`src/rtl/regfile_wb_arbiter_pkg.sv`:
```
// Shared constants and the write-back entry type for the register-file write arbiter.
package regfile_wb_arbiter_pkg;
    localparam int DEPTH_DEF        = 4;
    localparam int STARVE_LIMIT_DEF = 4;
    localparam int REG_ADDR_W       = 5;
    localparam int XLEN             = 32;

    typedef struct packed {
        logic [REG_ADDR_W-1:0] rd;
        logic [XLEN-1:0]       data;
    } wb_entry_t;
endpackage

```
`src/rtl/regfile_wb_arbiter_fifo.sv`:
```
// Long-latency result buffer; storage and per-entry valid bits are exported for the hazard scan.
module wb_fifo
    import regfile_wb_arbiter_pkg::*;
#(
    parameter int DEPTH = DEPTH_DEF
) (
    input  logic                    clk,
    input  logic                    rst,
    input  logic                    push_i,
    input  wb_entry_t               push_entry_i,
    input  logic                    pop_i,
    output wb_entry_t               head_o,
    output wb_entry_t [DEPTH-1:0]   mem_o,
    output logic [DEPTH-1:0]        valid_o,
    output logic [$clog2(DEPTH):0]  count_o,
    output logic                    full_o,
    output logic                    empty_o
);
    localparam int PW = $clog2(DEPTH);
    localparam logic [PW:0] CNT_ONE = 1;
    localparam logic [PW:0] CNT_FULL = DEPTH[PW:0];

    wb_entry_t [DEPTH-1:0] mem_q;
    logic [DEPTH-1:0]      valid_q;
    logic [PW-1:0]         wr_ptr_q, rd_ptr_q;
    logic [PW:0]           count_q;
    logic                  push_ok, pop_ok;

    assign full_o  = (count_q == CNT_FULL);
    assign empty_o = (count_q == '0);
    assign push_ok = push_i & ~full_o;
    assign pop_ok  = pop_i & ~empty_o;
    assign head_o  = mem_q[rd_ptr_q];
    assign mem_o   = mem_q;
    assign valid_o = valid_q;
    assign count_o = count_q;

    // Push and pop never touch the same slot: both need the buffer neither full nor empty.
    always_ff @(posedge clk or posedge rst) begin
        if (rst) begin
            mem_q    <= '0;
            valid_q  <= '0;
            wr_ptr_q <= '0;
            rd_ptr_q <= '0;
            count_q  <= '0;
        end else begin
            if (push_ok) begin
                mem_q[wr_ptr_q]   <= push_entry_i;
                valid_q[wr_ptr_q] <= 1'b1;
                wr_ptr_q          <= wr_ptr_q + PW'(1);
            end
            if (pop_ok) begin
                valid_q[rd_ptr_q] <= 1'b0;
                rd_ptr_q          <= rd_ptr_q + PW'(1);
            end
            case ({push_ok, pop_ok})
                2'b10:   count_q <= count_q + CNT_ONE;
                2'b01:   count_q <= count_q - CNT_ONE;
                default: count_q <= count_q;
            endcase
        end
    end
endmodule

```
`src/rtl/regfile_wb_arbiter.sv`:
```
// Arbitrates ALU (A) and buffered long-latency (B) results onto one registered register-file write port.
module regfile_wb_arbiter
    import regfile_wb_arbiter_pkg::*;
#(
    parameter int DEPTH        = DEPTH_DEF,
    parameter int STARVE_LIMIT = STARVE_LIMIT_DEF
) (
    input  logic                    clk,
    input  logic                    rst,
    input  logic                    a_valid,
    output logic                    a_ready,
    input  logic [REG_ADDR_W-1:0]   a_rd,
    input  logic [XLEN-1:0]         a_data,
    input  logic                    b_valid,
    output logic                    b_ready,
    input  logic [REG_ADDR_W-1:0]   b_rd,
    input  logic [XLEN-1:0]         b_data,
    input  logic [REG_ADDR_W-1:0]   q_rd,
    output logic                    q_pend,
    output logic [REG_ADDR_W-1:0]   A3,
    output logic [XLEN-1:0]         WD3,
    output logic                    WE3,
    output logic [$clog2(DEPTH):0]  count
);
    localparam int SW = $clog2(STARVE_LIMIT + 1);

    wb_entry_t             push_entry, head;
    wb_entry_t [DEPTH-1:0] fifo_mem;
    logic [DEPTH-1:0]      fifo_valid;
    logic                  fifo_full, fifo_empty;
    logic                  a_fire, a_write, b_fire, push, pop, q_hit;
    logic [SW-1:0]         starve_q, starve_d;
    logic                  we3_q, we3_d;
    logic [REG_ADDR_W-1:0] a3_q, a3_d;
    logic [XLEN-1:0]       wd3_q, wd3_d;

    assign a_ready = (starve_q != SW'(STARVE_LIMIT));
    assign b_ready = ~fifo_full;
    assign a_fire  = a_valid & a_ready;
    assign b_fire  = b_valid & b_ready;
    // x0 results complete the handshake but never reach the buffer or the write port.
    assign a_write = a_fire & (a_rd != '0);
    assign push    = b_fire & (b_rd != '0);
    assign pop     = ~a_fire & ~fifo_empty;

    assign push_entry.rd   = b_rd;
    assign push_entry.data = b_data;

    wb_fifo #(.DEPTH(DEPTH)) u_fifo (
        .clk          (clk),
        .rst          (rst),
        .push_i       (push),
        .push_entry_i (push_entry),
        .pop_i        (pop),
        .head_o       (head),
        .mem_o        (fifo_mem),
        .valid_o      (fifo_valid),
        .count_o      (count),
        .full_o       (fifo_full),
        .empty_o      (fifo_empty)
    );

    always_comb begin
        starve_d = starve_q;
        if (fifo_empty || pop) begin
            starve_d = '0;
        end else if (a_fire) begin
            starve_d = starve_q + SW'(1);
        end
    end

    always_comb begin
        we3_d = 1'b0;
        a3_d  = a3_q;
        wd3_d = wd3_q;
        if (a_write) begin
            we3_d = 1'b1;
            a3_d  = a_rd;
            wd3_d = a_data;
        end else if (pop) begin
            we3_d = 1'b1;
            a3_d  = head.rd;
            wd3_d = head.data;
        end
    end

    always_ff @(posedge clk or posedge rst) begin
        if (rst) begin
            starve_q <= '0;
            we3_q    <= 1'b0;
            a3_q     <= '0;
            wd3_q    <= '0;
        end else begin
            starve_q <= starve_d;
            we3_q    <= we3_d;
            a3_q     <= a3_d;
            wd3_q    <= wd3_d;
        end
    end

    assign WE3 = we3_q;
    assign A3  = a3_q;
    assign WD3 = wd3_q;

    // A write sitting in the output register is still pending until the file captures it.
    always_comb begin
        q_hit = 1'b0;
        for (int i = 0; i < DEPTH; i++) begin
            if (fifo_valid[i] && (fifo_mem[i].rd == q_rd)) q_hit = 1'b1;
        end
        if (we3_q && (a3_q == q_rd)) q_hit = 1'b1;
        q_pend = (q_rd != '0) & q_hit;
    end
endmodule

```
`config.mk`:
```
export PLATFORM = sky130hd
export DESIGN_NAME = regfile_wb_arbiter
export DESIGN_NICKNAME = d
export VERILOG_FILES = /design/src/rtl/regfile_wb_arbiter_pkg.sv /design/src/rtl/regfile_wb_arbiter_fifo.sv /design/src/rtl/regfile_wb_arbiter.sv
export SDC_FILE = /design/constraint.sdc
export NUM_CORES = 1
export LEC_CHECK = 0
export CAP_MARGIN = 20
export CORE_MARGIN = 4
export CORE_UTILIZATION = 50
export DETAILED_ROUTE_END_ITERATION = 8
export PLACE_DENSITY = 0.76
export SLEW_MARGIN = 30
export SYNTH_ARGS = -nofsm -noshare
export SYNTH_HDL_FRONTEND = slang
export SYNTH_SLANG_ARGS = --single-unit
```
`constraint.sdc`:
```
create_clock -name clk -period 11.6 [get_ports clk]
set_input_delay 2.32 -clock clk [delete_from_list [all_inputs] [get_ports clk]]
set_output_delay 2.32 -clock clk [all_outputs]
set_load 0.05 [all_outputs]
```
==> metrics <==
arrival time at the worst endpoint=approximately 4.7 ns; Worst-Margin Slew=approximately 0.73 ns; Tmin final=7.01 ns; postcts setup bufs=0; Post-synth EDFFs=0; Pre-antenna DRT Iters=4; Die Span Y=144 um; antenna viol nets, final=0; syn avg cell area=14.5 um^2; Max Clock Skew=about 0.011 ns; nets@finish=around 840; Hold WC Path Type=reg -> reg; highest clock rate=143 MHz; Hold-fix buffers, CTS=0; detailed-route via count=around 5,500; Port Buffers=126; Setup Crit Path Kind=in -> out; reg-to-reg endpoint=WD3[20]$_DFFE_PP0P_; Gates resized, CTS repair=0; Area Growth Syn to Fin=20.9%; Num Clock Sinks=200; Starting DRT DRC Count=302; routed len/inst=~20 um; Max-Cap Viols=0; Reg2Reg Setup Slack=8.61 ns; Starting Density=0.511; Max Slew Vio Count=0; share of layout cells above drive strength 1=0.295; first-pass GRT wire length=32,200 um; Synth top area share=0.543; Final Hold Violating Endpoints=0; FF-to-FF path depth=9; commonest non-fill, non-tap cell in the layout=dfrtp_1; Post-Synthesis Cell Area=approximately 9200 um^2; register bit total from synthesis=200; Setup crit end=q_pend; top cells by area, synth=dfrtp_1 54%, mux2_2 17%, mux4_2 9.0%, mux2i_1 3.6%, a21oi_1 2.0%; # rows=49; Flop pwr share=0.395; LEAKAGE=4.74 nW; status=finished, final reports clean; Gate power share=0.430; Main synth FF type=dfrtp_1; register area share after synthesis=0.543; crit path launch=q_rd[3]; CTS tree=built; Top Ports=127; Max-slew headroom=0.516; Post-DP Area=about 11,000 um^2; cell-internal power=between 2 and 2.5 mW; Yosys warning count=0; # setup viols final=0; full die area=20,700 um^2; Mapped Nets=732; crit-path max FO=6; H-tree depth=4; CTS buffer count=17; clock network power share=0.175; Net Sw Power=~1.2 mW; Tcrit/Tclk final=0.604; RSZ-0062 raised after global routing=false; DIE WIDTH=between 100 and 150 um; initial antenna violation count=0; grt total ovfl=0; Reg clk slew, reported paths=approximately 0.070 ns; Synth async-reset ratio=1.00; largest area contributor in the netlist=dfrtp_1; ANT cells=0; P per Cell Area=about 300 nW/um^2; vias in the first global route=just over 6,000; Critical Path RT=slightly above 9 ns; Worst VDD drop=0.155 mV; most frequent cells in the layout=198 x dfrtp_1, 142 x mux2_2, 126 x clkdlybuf4s50_1; final non-filler cell area=around 11,000 um^2; Longest Clk Path Bufs=2; largest net degree at the start of global routing=between 100 and 150; sw frac=0.363; Remaining DRCs=0; setup TNS=0 ns; Placer Congestion=0.811; Routed WL=~20,000 um; Critical Path Source Type=primary input; CTS root buffer=clkbuf_16; drt via density=approximately 5.6; gr usage total=0.202; worst-skew pair later-pin latency=approximately 0.42 ns; Yosys cell types=41; placed wire-length estimate=about 13,000 um; Post-Synthesis Cells=around 640; core area=about 18,000 um^2; CP endpoint kind=output port; worst reg2reg path startpoint=starve_q[0]$_DFFE_PP0P_
==> kinds of logic after synthesis <==
family                     synth area share
buffers and inverters                0.0356
AOI/OAI and AO/OA                    0.0321
xor gates and xnor gates             0.0295
adders and majority gates            0.0171
muxes                                 0.307
and+or+nand+nor                      0.0352
DFF                                   0.543
==> worst max-delay path, cell delays in order <==
cell             delay (ns)
clkdlybuf4s50_1        0.58
xor2_1                 0.24
nor4_1                 0.30
nand3_1                0.12
o311ai_0               0.11
o22a_1                 0.21
clkdlybuf4s50_1        0.81
==> metal layers <==
layer | vias to the layer above | GRT usage | part of all wire | wire [um]
met5 | - | 0 | 0 | 0
met1 | 2889 | 0.263 | 0.42 | 8260
met4 | 0 | 0.0580 | 0.014 | 274
met3 | 22 | 0.0339 | 0.037 | 733
li1 | 2503 | - | - | -
met2 | 124 | 0.349 | 0.53 | 10600
==> state kept, by name (all words and copies together), names as in the netlist <==
name,flops
u_fifo.valid_o,4
u_fifo.wr_ptr_q,2
u_fifo.rd_ptr_q,2
starve_q,3
WD3,32
u_fifo.mem_o,148
A3,5
u_fifo.count_o,3
WE3,1
==> worst min path at each step <==
| stage | cells after the start | endpoint | start | slack, ns |
|---|---|---|---|---|
| after floorplan | 1 | starve_q[0]$_DFFE_PP0P_ | starve_q[0]$_DFFE_PP0P_ | 0.43 |
| after global placement | 1 | starve_q[0]$_DFFE_PP0P_ | starve_q[0]$_DFFE_PP0P_ | 0.44 |
| after detailed placement | 1 | starve_q[0]$_DFFE_PP0P_ | starve_q[0]$_DFFE_PP0P_ | 0.45 |
| after CTS | 1 | starve_q[0]$_DFFE_PP0P_ | starve_q[0]$_DFFE_PP0P_ | 0.46 |
| after global routing | 1 | starve_q[0]$_DFFE_PP0P_ | starve_q[0]$_DFFE_PP0P_ | 0.48 |
| final | 1 | starve_q[0]$_DFFE_PP0P_ | starve_q[0]$_DFFE_PP0P_ | 0.46 |
==> per-stage QoR <==
| stage | std cells | setup WS (ns) | hold slack, ns | util | total power [mW] |
|---|---|---|---|---|---|
| 3_3_place_gp | 958 | 4.68 | 0.443 | 0.585 | 2.69 |
| 4_1_cts | 988 | 4.61 | 0.460 | 0.618 | 3.37 |
| 2_1_floorplan | 637 | 3.83 | 0.429 | - | 2.36 |
| 5_1_grt | 988 | 4.45 | 0.481 | 0.618 | 3.53 |
| 3_5_place_dp | 958 | 4.61 | 0.452 | 0.586 | 2.78 |
| 6_report | 988 | 4.59 | 0.459 | 0.618 | 3.33 |
==> synth_stat cells, types with 2 or more instances <==
| cell type | instances |
|---|---|
| inv_1 | 13 |
| buf_4 | 9 |
| a22oi_1 | 3 |
| xor2_1 | 16 |
| buf_2 | 10 |
| nor4_1 | 3 |
| buf_12 | 3 |
| nand2_2 | 3 |
| o21ai_0 | 2 |
| a31oi_1 | 2 |
| xnor2_1 | 15 |
| mux4_2 | 37 |
| nand4_1 | 2 |
| o22ai_1 | 2 |
| nand2_1 | 12 |
| dfrtp_1 | 200 |
| clkbuf_1 | 10 |
| nand3_1 | 4 |
| buf_6 | 5 |
| mux2i_1 | 33 |
| nor2_1 | 42 |
| ha_1 | 11 |
| mux2_1 | 6 |
| mux2_2 | 142 |
| a21oi_1 | 36 |
==> power by group through the flow <==
| stage | registers (mW) | logic, mW | clock network (mW) |
|---|---|---|---|
| 6_report | 1.31 | 1.43 | 0.582 |
| 5_1_grt | 1.36 | 1.54 | 0.624 |
| 4_1_cts | 1.32 | 1.46 | 0.593 |
| 3_5_place_dp | 1.33 | 1.45 | 0 |
| 3_3_place_gp | 1.29 | 1.40 | 0 |
| 2_1_floorplan | 1.46 | 0.892 | 0 |
==> layout make-up <==
type / instances / area, um^2
fillers: 1375 / 6880
flip-flops and latches: 200 / 5010
multi-input cells: 385 / 3910
repair buffers: 130 / 1290
clock buffers: 19 / 453
well taps: 229 / 287
clock inverters: 11 / 124
inverters: 14 / 65.1
Power figures use the tool's default switching activity.
